===== config.mk =====
export PLATFORM = sky130hd
export DESIGN_NAME = scoreboard_reporter
export DESIGN_NICKNAME = d
export VERILOG_FILES = /design/src/rtl/scoreboard_reporter.sv
export SDC_FILE = /design/constraint.sdc
export NUM_CORES = 1
export LEC_CHECK = 0
export ABC_CLOCK_PERIOD_IN_PS = 2050
export BUFFER_PORTS_ARGS = -buffer_cell sky130_fd_sc_hd__clkbuf_2
export CAP_MARGIN = 20
export CORE_AREA = 5 5 77 79
export DETAILED_ROUTE_END_ITERATION = 8
export DIE_AREA = 0 0 82 84
export PLACE_DENSITY = 0.74
export REMOVE_ABC_BUFFERS = 1
export SLEW_MARGIN = 20
export SYNTH_ARGS = -nofsm -noshare
export SYNTH_HDL_FRONTEND = slang
export SYNTH_SLANG_ARGS = --single-unit

===== constraint.sdc =====
create_clock -name clk -period 2.05 [get_ports clk]
set_input_delay 0.3075 -clock clk [delete_from_list [all_inputs] [get_ports clk]]
set_output_delay 0.3075 -clock clk [all_outputs]
set_load 0.02 [all_outputs]

===== src/rtl/scoreboard_reporter.sv =====
// Scoreboard counter reporter: snapshots the counters and sends them as 8N1 bytes.
// Define SCOREBOARD_REPORTER_CHECKSUM_EN to append an XOR checksum byte.
module scoreboard_reporter #(
  parameter int CLKS_PER_BIT = 434
) (
  input  logic        clk,
  input  logic        reset,
  input  logic [7:0]  i_event_ctr,
  input  logic [23:0] i_data_ctr,
  input  logic        i_req,
  output logic        o_tx,
  output logic        o_busy,
  output logic        o_done
);

  localparam int CW = (CLKS_PER_BIT > 1) ? $clog2(CLKS_PER_BIT) : 1;
  localparam logic [CW-1:0] CNT_MAX = CW'(CLKS_PER_BIT - 1);

`ifdef SCOREBOARD_REPORTER_CHECKSUM_EN
  localparam int BW = 3;
  localparam logic [BW-1:0] LAST = 3'd4;
`else
  localparam int BW = 2;
  localparam logic [BW-1:0] LAST = 2'd3;
`endif

  typedef enum logic [2:0] {
    IDLE, START, DATA, STOP, DONE
  } state_t;

  state_t        state_q, state_nx;
  logic [CW-1:0] cnt_q, cnt_nx;
  logic [2:0]    bit_q, bit_nx;
  logic [BW-1:0] byte_q, byte_nx;
  logic [31:0]   snap_q, snap_nx;
  logic          tx_q, tx_nx;
  logic          busy_q, busy_nx;
  logic          done_q, done_nx;
  logic [7:0]    cur_byte;
  logic          bit_end;

`ifdef SCOREBOARD_REPORTER_CHECKSUM_EN
  logic [7:0] csum;
  assign csum = snap_q[31:24] ^ snap_q[23:16]
              ^ snap_q[15:8] ^ snap_q[7:0];
`endif

  // Select the byte currently being shifted out of the snapshot.
  always_comb begin
    cur_byte = 8'h00;
    case (byte_q)
      BW'(0): cur_byte = snap_q[31:24];
      BW'(1): cur_byte = snap_q[23:16];
      BW'(2): cur_byte = snap_q[15:8];
      BW'(3): cur_byte = snap_q[7:0];
`ifdef SCOREBOARD_REPORTER_CHECKSUM_EN
      BW'(4): cur_byte = csum;
`endif
      default: cur_byte = 8'h00;
    endcase
  end

  assign bit_end = (cnt_q == CNT_MAX);

  // Next-state and next-output logic; outputs are registered below.
  always_comb begin
    state_nx = state_q;
    cnt_nx   = bit_end ? '0 : cnt_q + CW'(1);
    bit_nx   = bit_q;
    byte_nx  = byte_q;
    snap_nx  = snap_q;
    tx_nx    = tx_q;
    busy_nx  = busy_q;
    done_nx  = 1'b0;
    case (state_q)
      IDLE: begin
        cnt_nx = '0;
        if (i_req) begin
          state_nx = START;
          snap_nx  = {i_event_ctr, i_data_ctr};
          tx_nx    = 1'b0;
          busy_nx  = 1'b1;
          bit_nx   = '0;
          byte_nx  = '0;
        end
      end
      START: begin
        if (bit_end) begin
          state_nx = DATA;
          bit_nx   = '0;
          tx_nx    = cur_byte[0];
        end
      end
      DATA: begin
        if (bit_end) begin
          if (bit_q == 3'd7) begin
            state_nx = STOP;
            tx_nx    = 1'b1;
          end else begin
            bit_nx = bit_q + 3'd1;
            tx_nx  = cur_byte[bit_q + 3'd1];
          end
        end
      end
      STOP: begin
        if (bit_end) begin
          if (byte_q == LAST) begin
            state_nx = DONE;
            busy_nx  = 1'b0;
            done_nx  = 1'b1;
            tx_nx    = 1'b1;
          end else begin
            state_nx = START;
            byte_nx  = byte_q + BW'(1);
            tx_nx    = 1'b0;
          end
        end
      end
      DONE: begin
        cnt_nx   = '0;
        state_nx = IDLE;
      end
      default: begin
        state_nx = IDLE;
        cnt_nx   = '0;
        tx_nx    = 1'b1;
        busy_nx  = 1'b0;
      end
    endcase
  end

  // State, counters, snapshot and registered outputs.
  always_ff @(posedge clk or negedge reset) begin
    if (!reset) begin
      state_q <= IDLE;
      cnt_q   <= '0;
      bit_q   <= '0;
      byte_q  <= '0;
      snap_q  <= '0;
      tx_q    <= 1'b1;
      busy_q  <= 1'b0;
      done_q  <= 1'b0;
    end else begin
      state_q <= state_nx;
      cnt_q   <= cnt_nx;
      bit_q   <= bit_nx;
      byte_q  <= byte_nx;
      snap_q  <= snap_nx;
      tx_q    <= tx_nx;
      busy_q  <= busy_nx;
      done_q  <= done_nx;
    end
  end

  assign o_tx   = tx_q;
  assign o_busy = busy_q;
  assign o_done = done_q;

endmodule


==> results.toml, run 1 <==
[synthesis]
synth_ff_type = "dfrtp_1"
synth.distinct_cells = 48
synthCells = 227
syn_avg_cell_area_sq_um = 11.3
async_flop_share_pct = 100
ys_seq_elements = 52
syn_area_sq_um = 2570
synth_edf_count = 0
yosys_warnings = 0
synth_seq_area_share_pct = 50.7

[power]
power_frac_clock_pct = 37.5
swShare_pct = 21.5
p_switching_w = 0.000403
ir_drop_v = 0.000610
power_w = 0.00188
pwr-share-comb_pct = 5.1
p_per_area_nw_per_um2 = 628
leakage_nw = 1.38
power_frac_seq_pct = 57.4
internal_power_w = 0.00147

[sta]
timing_hold_violations_final = 0
setup_viol = 0
worst_slack_ps = 100
max_freq_ghz = 0.513
max_slew_margin_pct = 56.1
finalSetupTns_ps = 0
fin_crit_sh_pct = 95.1
rsz0062_at_grt = "false"
tightest_slew_ps = 658
fin_skew_ps = 9.70
drv_slew = 0
fin_crit_ps = 1950

[detailed_routing]
drt-total-wl_mm = 5.14
dr.first_iter.drc_count = 104
antenna_left = 0
dr.pass1.iters = 4
vias = 1840
post-route-drc-count = 0
routed_via_density = 5.40
wl_per_cell_microns = 15.1

[critical_path]
path_cells = "or4b_4 -> or2_4 -> o21a_1 -> a211o_1 -> mux2i_1"
crit_path_start_kind = "flop"
cp.required_ps = 2240
startpoint = "cnt_q[3]"
worstPathMaxFanout = 5
worst_path_max_delay_cell = "or4b_4"
cp-end-kind = "flop"
crit_path_max_incr_delay_ps = 550
path_class = "flop to flop"
rr_startpoint = "cnt_q[3]"
worstPathArrival_ps = 2140

[cells_and_area]
nets = 311
drive_gt1_share_pct = 35.3
design_area_sq_um = 2990
area_growth_pct = 16.4
num_antenna_cells = 0

[cts]
cts_made_buffers = 5
cts.sinks = 52
clk_latency_ps = 310
clock-root-buffer = "clkbuf_8"
h-tree-depth = 2
clockBufferDepth = 2
path_clk_slew_ps = 100
cts_tree = "built"

[die]
core_area_sq_um = 5270
io_pins = 38
die-area_sq_um = 6890
die_x_microns = 82
initial_core_util_pct = 48.7
num_rows = 27
die_y_microns = 84

[flow_run]
cap_viol_max_count = 0

[grt]
overflow = 0
grt_antenna_before_repair = 0
grt_pass1_wl_mm = 9.09
grt_max_degree = 53
grt_pass1_vias = 1907
grt_use_total_pct = 17.0

[place]
placed_area_sq_um = 2860
pre_cts_slack_ps = 55.0
io_buffers = 37
gp_congestion = 0.817
hpwlAfterDp_mm = 3.61

[worst_hold_path]
hold_class = "input pin to asynchronous set/reset pin"

[run_status]
outcome = "finished clean"
==> flip-flops by register name, summed over array words and instances (netlist names) <==
signal   cells
snap_q      32
o_tx         1
cnt_q        9
o_busy       1
state_q      3
byte_q       2
bit_q        3
o_done       1
==> critical path: cells and delay by family, from the launching register on <==
family | cells | cell delay, ps
and+or+nand+nor | 2 | 840
AOI/OAI and AO/OA | 2 | 460
DFF | 1 | 390
muxes | 1 | 140
==> cells in the final DEF, fill, tap and decap left out, drive strengths merged, types with 3 or more instances in the layout <==
master,Yosys,routed
buf,4,10
a22oi,3,3
inv,11,11
nand3,3,3
a22o,3,3
xor2,3,3
mux2i,4,4
nor2,14,14
a211o,4,4
a21o,3,3
o21ai,8,8
nor2b,4,4
nand2,14,14
a21oi,9,9
xnor2,3,3
a222oi,3,3
clkbuf,9,42
dfrtp,51,51
and3,4,4
ha,8,8
mux2,30,30
==> synth_stat cells (2+ instances only) <==
cell type / number / area (sq um)
a211oi_1: 2 / 15.0
mux2i_1: 4 / 40.0
xor2_1: 3 / 26.3
clkbuf_1: 9 / 33.8
mux2_2: 30 / 338
o21ai_0: 8 / 40.0
o2bb2ai_1: 2 / 17.5
nand3_1: 3 / 15.0
o21a_1: 2 / 15.0
nand3b_1: 2 / 15.0
inv_1: 11 / 41.3
nor2b_1: 4 / 25.0
xnor2_1: 3 / 26.3
a211o_1: 4 / 35.0
a21oi_1: 9 / 45.0
buf_2: 3 / 15.0
a22o_1: 3 / 26.3
dfrtp_1: 51 / 1280
and3_1: 4 / 25.0
a222oi_1: 3 / 30.0
o221ai_1: 2 / 17.5
a22oi_1: 3 / 22.5
a21o_1: 3 / 22.5
nor2_1: 14 / 52.6
ha_1: 8 / 100
nand2_1: 14 / 52.6
or3_1: 2 / 12.5
==> layer usage <==
| layer | track usage [%] | share of wire (%) | vias to the layer above |
|---|---|---|---|
| met3 | 3.56 | 4.6 | 5 |
| met2 | 25.3 | 47 | 43 |
| met1 | 24.2 | 46 | 895 |
| met4 | 6.19 | 1.7 | 0 |
| met5 | 0 | 0 | - |
| li1 | - | - | 897 |
==> power by group through the flow <==
stage	combinational (W)	clock [W]	sequential, W
after global placement	0.0000960	0	0.00110
after detailed placement	0.0000985	0	0.00110
final	0.0000966	0.000703	0.00108
after floorplan	0.0000376	0	0.00109
after global routing	0.000112	0.000769	0.00108
after CTS	0.0000996	0.000717	0.00108
==> repair_timing <==
action | 4_1_cts | 5_1_grt
hold buffers | 0 | 0
setup buffers | 0 | 1
setup endpoints to repair | 0 | 4
gates resized for setup | 0 | 2
==> path summary, 6_finish.rpt <==
path | endpoint | slack, ps | depth (start not counted)
worst max-delay path | bit_q[2] | 100 | 5
worst min-delay path | snap_q[7] | 90 | 2
worst max register to register | bit_q[2] | 100 | 5
worst min register to register | cnt_q[0] | 490 | 1
max in group asynchronous | snap_q[8] | 1500 | 2
min in group clk | snap_q[24] | 210 | 3
==> area by class of cell <==
type | instances | area [sq um]
clock buffer | 5 | 68.8
sequential | 52 | 1300
clock inverter | 3 | 42.5
tap | 72 | 90.1
fill | 457 | 2280
multi-input combinational | 151 | 1180
inverter | 11 | 41.3
timing repair buffer | 47 | 260
==> through the flow <==
stage	std cells	hold slack [ps]	utilization, %
after floorplan	214	11.9	-
after global placement	332	470	54.3
after detailed placement	332	471	54.3
after CTS	340	133	56.5
after global routing	341	175	56.7
final	341	93.3	56.7
==> cell families (layout without fill, tap and decap cells) <==
logic type / count (synthesis) / after routing / share of synthesized area, %
AOI/OAI and AO/OA: 52 / 52 / 14.8
xor gates and xnor gates: 6 / 6 / 2.05
adders and majority gates: 8 / 8 / 3.90
buffers and inverters: 24 / 66 / 3.65
DFF: 52 / 52 / 50.7
muxes: 34 / 34 / 14.7
and+or+nand+nor: 51 / 51 / 10.2
(Power assumes the default switching activity.)
==> inputs of run 2 (changes only) <==
--- a/config.mk
+++ b/config.mk
@@ -5,13 +5,13 @@
 export SDC_FILE = /design/constraint.sdc
 export NUM_CORES = 1
 export LEC_CHECK = 0
-export ABC_CLOCK_PERIOD_IN_PS = 2050
+export ABC_CLOCK_PERIOD_IN_PS = 2400
 export BUFFER_PORTS_ARGS = -buffer_cell sky130_fd_sc_hd__clkbuf_2
 export CAP_MARGIN = 20
-export CORE_AREA = 5 5 77 79
+export CORE_AREA = 5 5 75 77
 export DETAILED_ROUTE_END_ITERATION = 8
-export DIE_AREA = 0 0 82 84
-export PLACE_DENSITY = 0.74
+export DIE_AREA = 0 0 80 82
+export PLACE_DENSITY = 0.75
 export REMOVE_ABC_BUFFERS = 1
 export SLEW_MARGIN = 20
 export SYNTH_ARGS = -nofsm -noshare
==> constraint.sdc (replaced) <==
create_clock -name clk -period 2.4 [get_ports clk]
set_input_delay 0.36 -clock clk [delete_from_list [all_inputs] [get_ports clk]]
set_output_delay 0.36 -clock clk [all_outputs]
set_load 0.02 [all_outputs]
==> run 2 against run 1 <==
- design area is 2.5% lower
- sequential share of layout area rose by 1.1 points
- register-to-register slack improved by 270 ps
- sequential cell count did not move
- final cell count is 2.3% lower
- first-iteration DRC count is 9.6% lower
==> results.toml, run 2 (synthesis results as in run 1) <==
[cells_and_area]
fin_cells = 333
area_growth_pct = 13.5
largest_reg_flops = 32
nets = 305
drive_gt1_share_pct = 32.3
final_cell_mix = "dfrtp_1, clkbuf_2, mux2_2"
biggestRegsByFlops = "snap_q: 32 flops, cnt_q: 9 flops"
largest-register = "snap_q"
final_common_cell = "dfrtp_1"
num_antenna_cells = 0

[critical_path]
cp.required_ps = 2590
crit_path_start_kind = "flop"
worstPathMaxFanout = 5
cp.depth = 5
cp-end-kind = "flop"
path_class = "flop to flop"
reg2regPathDepth = 5
path_delay_family = "simple AND/OR/NAND/NOR gates"
path_cells = "or4b_4 -> or2_4 -> o21a_1 -> a211o_1 -> mux2i_1"
crit_path_max_incr_delay_ps = 560
path_buf_inv = 0
worst_path_max_delay_cell = "or4b_4"
worstPathArrival_ps = 2210
ff2ff_setup_slack_ps = 370

[die]
num_rows = 26
die_y_microns = 82
die-area_sq_um = 6560
io_pins = 38
die_x_microns = 80
initial_core_util_pct = 51.9
core_area_sq_um = 4940

[detailed_routing]
wl_per_cell_microns = 14.6
vias = 1834
drt-total-wl_mm = 4.85
dr.first_iter.drc_count = 94
post-route-drc-count = 0
routed_via_density = 5.51
antenna_left = 0
dr.pass1.iters = 4

[sta]
max_slew_margin_pct = 57.2
fin_skew_ps = 5.89
max_freq_ghz = 0.494
timing_hold_violations_final = 0
tightest_slew_ps = 642
fin_crit_sh_pct = 84.4
fin_crit_ps = 2030
setup_viol = 0
rsz0062_at_grt = "false"
drv_slew = 0
holdWs_ps = 163

[grt]
grt_pass1_vias = 1824
grt_use_total_pct = 16.2
grt_antenna_before_repair = 0
grt_max_degree = 53
grt_pass1_wl_mm = 8.33
overflow = 0

[cts]
clockBufferDepth = 2
cts_made_buffers = 5
cts_tree = "built"
clk_latency_ps = 300
path_clk_slew_ps = 80
clock-root-buffer = "clkbuf_8"
holdBufCountCts = 0
postCtsResizedCells = 0
cts.sinks = 52
h-tree-depth = 2
post_cts_buffers = 0

[power]
p_per_area_nw_per_um2 = 515
leakage_nw = 1.34
ir_drop_v = 0.000378

[run_status]
outcome = "finished clean"

[place]
io_buffers = 37
hpwlAfterDp_mm = 3.53
dp.cells = 325
gp_congestion = 0.782

[worst_hold_path]
hold_class = "input pin to asynchronous set/reset pin"

[flow_run]
cap_viol_max_count = 0
run 2: changes by cell type in the layout (fill, tap and decap cells not counted):
cell        delta
clkbuf_1       +2
clkinv_2       -1
clkbuf_8       +1
bufinv_16      -1
buf_4          -6
ha_1           +2
clkinvlp_4     -1
ha_2           -2
run 2: worst paths after layout:
path                                start         end
setup / recovery                 cnt_q[3]    bit_q[2]
hold / removal                      reset    cnt_q[4]
setup reg to reg                 cnt_q[3]    bit_q[2]
hold reg to reg                  cnt_q[0]    cnt_q[0]
max in group asynchronous           reset  snap_q[17]
min in group clk           i_event_ctr[0]  snap_q[24]
run 2: cell type report:
| class | count | area (sq um) |
|---|---|---|
| clock buffers | 8 | 90.1 |
| fillers | 450 | 2030 |
| repair buffers | 41 | 215 |
| multi-input cells | 151 | 1180 |
| flip-flops and latches | 52 | 1300 |
| inverters | 11 | 41.3 |
| well taps | 70 | 87.6 |
run 2: routing by layer:
layer | GRT usage, % | part of all wire (%) | up-vias
li1 | - | - | 885
met1 | 22.2 | 46 | 908
met2 | 26.2 | 48 | 39
met3 | 3.51 | 5.0 | 2
met4 | 4.56 | 0.45 | 0
met5 | 0 | 0 | -
run 2: through the flow:
step	setup TNS [ps]	cell area [sq um]	util [%]	worst slack (ps)	power (W)
finish	0	2910	58.9	374	0.00150
detailed placement	0	2820	57.1	377	0.00102
global placement	0	2820	57.1	411	0.00102
floorplan	-3390	2510	-	-111	0.000965
CTS	0	2910	58.9	366	0.00153
global route	0	2910	58.9	268	0.00157
run 2: where the power goes:
part | switching, W | total [W] | internal (W)
clock network | 0.000264 | 0.000499 | 0.000236
logic | 0.0000363 | 0.0000817 | 0.0000454
registers | 0.0000154 | 0.000919 | 0.000904
==> inputs of run 3 (changes only) <==
--- a/config.mk
+++ b/config.mk
@@ -5,7 +5,7 @@
 export SDC_FILE = /design/constraint.sdc
 export NUM_CORES = 1
 export LEC_CHECK = 0
-export ABC_CLOCK_PERIOD_IN_PS = 2400
+export ABC_CLOCK_PERIOD_IN_PS = 2000
 export BUFFER_PORTS_ARGS = -buffer_cell sky130_fd_sc_hd__clkbuf_2
 export CAP_MARGIN = 20
 export CORE_AREA = 5 5 75 77
==> constraint.sdc (replaced) <==
create_clock -name clk -period 2 [get_ports clk]
set_input_delay 0.3 -clock clk [delete_from_list [all_inputs] [get_ports clk]]
set_output_delay 0.3 -clock clk [all_outputs]
set_load 0.02 [all_outputs]
==> run 3 against run 2 <==
- combinational power increased by 21%
- global-route usage rose by 1.2 points
- critical path type unchanged
- largest cell class unchanged
- wire length increased by 7.4%
- non-clock buffer count up 9
- worst setup slack worse by 260 ps
- hold slack worse by 66 ps
- sequential power up 20%
- sequential cell count stayed put
- sequential share of layout area down 1.4 points
- final cell count is 2.7% higher
- clock skew grew 0.71 ps
==> results.toml, run 3 (synthesis results as in run 1) <==
[run_status]
outcome = "finished clean"

[detailed_routing]
vias = 1892
dr.first_iter.drc_count = 81
wl_per_cell_microns = 15.2
drt-total-wl_mm = 5.21
post-route-drc-count = 0
routed_via_density = 5.53
antenna_left = 0
dr.pass1.iters = 5

[place]
hpwlAfterDp_mm = 3.79
placed_area_sq_um = 2890
io_buffers = 37
dp.cells = 334
gp_congestion = 0.799

[power]
power_frac_seq_pct = 57.5
leakage_nw = 1.40
p_switching_w = 0.000410
ir_drop_v = 0.000523
internal_power_w = 0.00151
pwr-share-comb_pct = 5.1
power_frac_clock_pct = 37.4
p_per_area_nw_per_um2 = 639
swShare_pct = 21.4

[grt]
global_route.usage.met3_pct = 4.28
busiest_layer = "met2"
grt_pass1_vias = 1896
grt_pass1_wl_mm = 8.91
grt_max_degree = 53
grt_antenna_before_repair = 0
grt_use_total_pct = 17.5
grtUsageMet1_pct = 23.6
overflow = 0
grt_util_met2_pct = 28.2

[cts]
path_clk_slew_ps = 90
post_cts_buffers = 0
cts_made_buffers = 5
clockBufferDepth = 2
cts.sinks = 52
clock-root-buffer = "clkbuf_8"
clk_latency_ps = 300
h-tree-depth = 2
cts_tree = "built"

[cells_and_area]
nets = 314
multiInputGateArea_sq_um = 1180
largest-register = "snap_q"
regArea_sq_um = 1300
largest_reg_flops = 32
design_area_sq_um = 3010
final_cell_mix = "dfrtp_1, clkbuf_2, mux2_2"
fin_cells = 342
fillerInstances = 435
area_growth_pct = 17.1
final_common_cell = "dfrtp_1"
biggestRegsByFlops = "snap_q: 32 flops, cnt_q: 9 flops"
drive_gt1_share_pct = 35.7
num_antenna_cells = 0

[critical_path]
cp.required_ps = 2190
cp.depth = 5
crit_path_start_kind = "flop"
path_cells = "or4b_4 -> or2_4 -> o21a_1 -> a211o_1 -> mux2i_1"
worstPathMaxFanout = 3
cp-end-kind = "flop"
path_buf_inv = 0
crit_path_max_incr_delay_ps = 550
worstPathArrival_ps = 2080
path_class = "flop to flop"
worst_path_max_delay_cell = "or4b_4"
path_delay_family = "simple AND/OR/NAND/NOR gates"
reg2regPathDepth = 5

[sta]
drv_slew = 0
timing_hold_violations_final = 0
fin_skew_ps = 6.61
fin_crit_sh_pct = 94.4
setup_viol = 0
fin_crit_ps = 1890
tightest_slew_ps = 654
max_freq_ghz = 0.530
rsz0062_at_grt = "false"
max_slew_margin_pct = 56.4

[die]
die_x_microns = 80
num_rows = 26
die_y_microns = 82
io_pins = 38
core_area_sq_um = 4940
initial_core_util_pct = 51.9
die-area_sq_um = 6560

[worst_hold_path]
hold_class = "input pin to asynchronous set/reset pin"

[flow_run]
cap_viol_max_count = 0
-- run 3: repair_timing --
item	CTS	global route
hold buffers	0	0
resized for setup	0	1
setup endpoints to repair	0	3
-- run 3: final timing paths --
| check | start | endpoint | slack, ps |
|---|---|---|---|
| max | cnt_q[2] | bit_q[2] | 110 |
| min reg2reg | snap_q[25] | snap_q[25] | 510 |
| min | reset | cnt_q[4] | 100 |
| max reg2reg | cnt_q[2] | bit_q[2] | 110 |
| max in group asynchronous | reset | bit_q[1] | 1460 |
| min in group clk | i_event_ctr[0] | snap_q[24] | 200 |
-- run 3: metal layers --
layer	share of wire, %	vias up	routed length (microns)
met5	0	-	0
met1	46	930	2380
met4	0.58	0	30
li1	-	907	-
met2	49	53	2540
met3	5.0	2	259
-- run 3: through the flow --
step / setup TNS, ps / hold slack [ps] / util, % / power [W] / setup slack (ps)
2_1_floorplan: -17190 / 4.41 / - / 0.00116 / -511
4_1_cts: 0 / 123 / 60.7 / 0.00194 / 45.9
5_1_grt: 0 / 164 / 60.8 / 0.00200 / 3.74
3_5_place_dp: 0 / 453 / 58.5 / 0.00123 / 53.7
6_report: 0 / 96.8 / 60.8 / 0.00192 / 112
3_3_place_gp: 0 / 456 / 58.5 / 0.00122 / 90.5
-- run 3: layout make-up --
cell class | instances | share of cell area, %
Clock buffer | 5 | 2.29
Clock inverter | 3 | 1.42
Inverter | 11 | 1.37
Multi-Input combinational cell | 151 | 39.3
Sequential cell | 52 | 43.3
Tap cell | 70 | 2.91
Timing Repair Buffer | 50 | 9.41
-- run 3: power groups by stage --
| stage | clock network, W | registers (W) | logic (W) |
|---|---|---|---|
| global route | 0.000779 | 0.00111 | 0.000113 |
| detailed placement | 0 | 0.00112 | 0.000101 |
| CTS | 0.000737 | 0.00110 | 0.000102 |
| global placement | 0 | 0.00112 | 0.0000982 |
| finish | 0.000718 | 0.00110 | 0.0000985 |
| floorplan | 0 | 0.00112 | 0.0000385 |
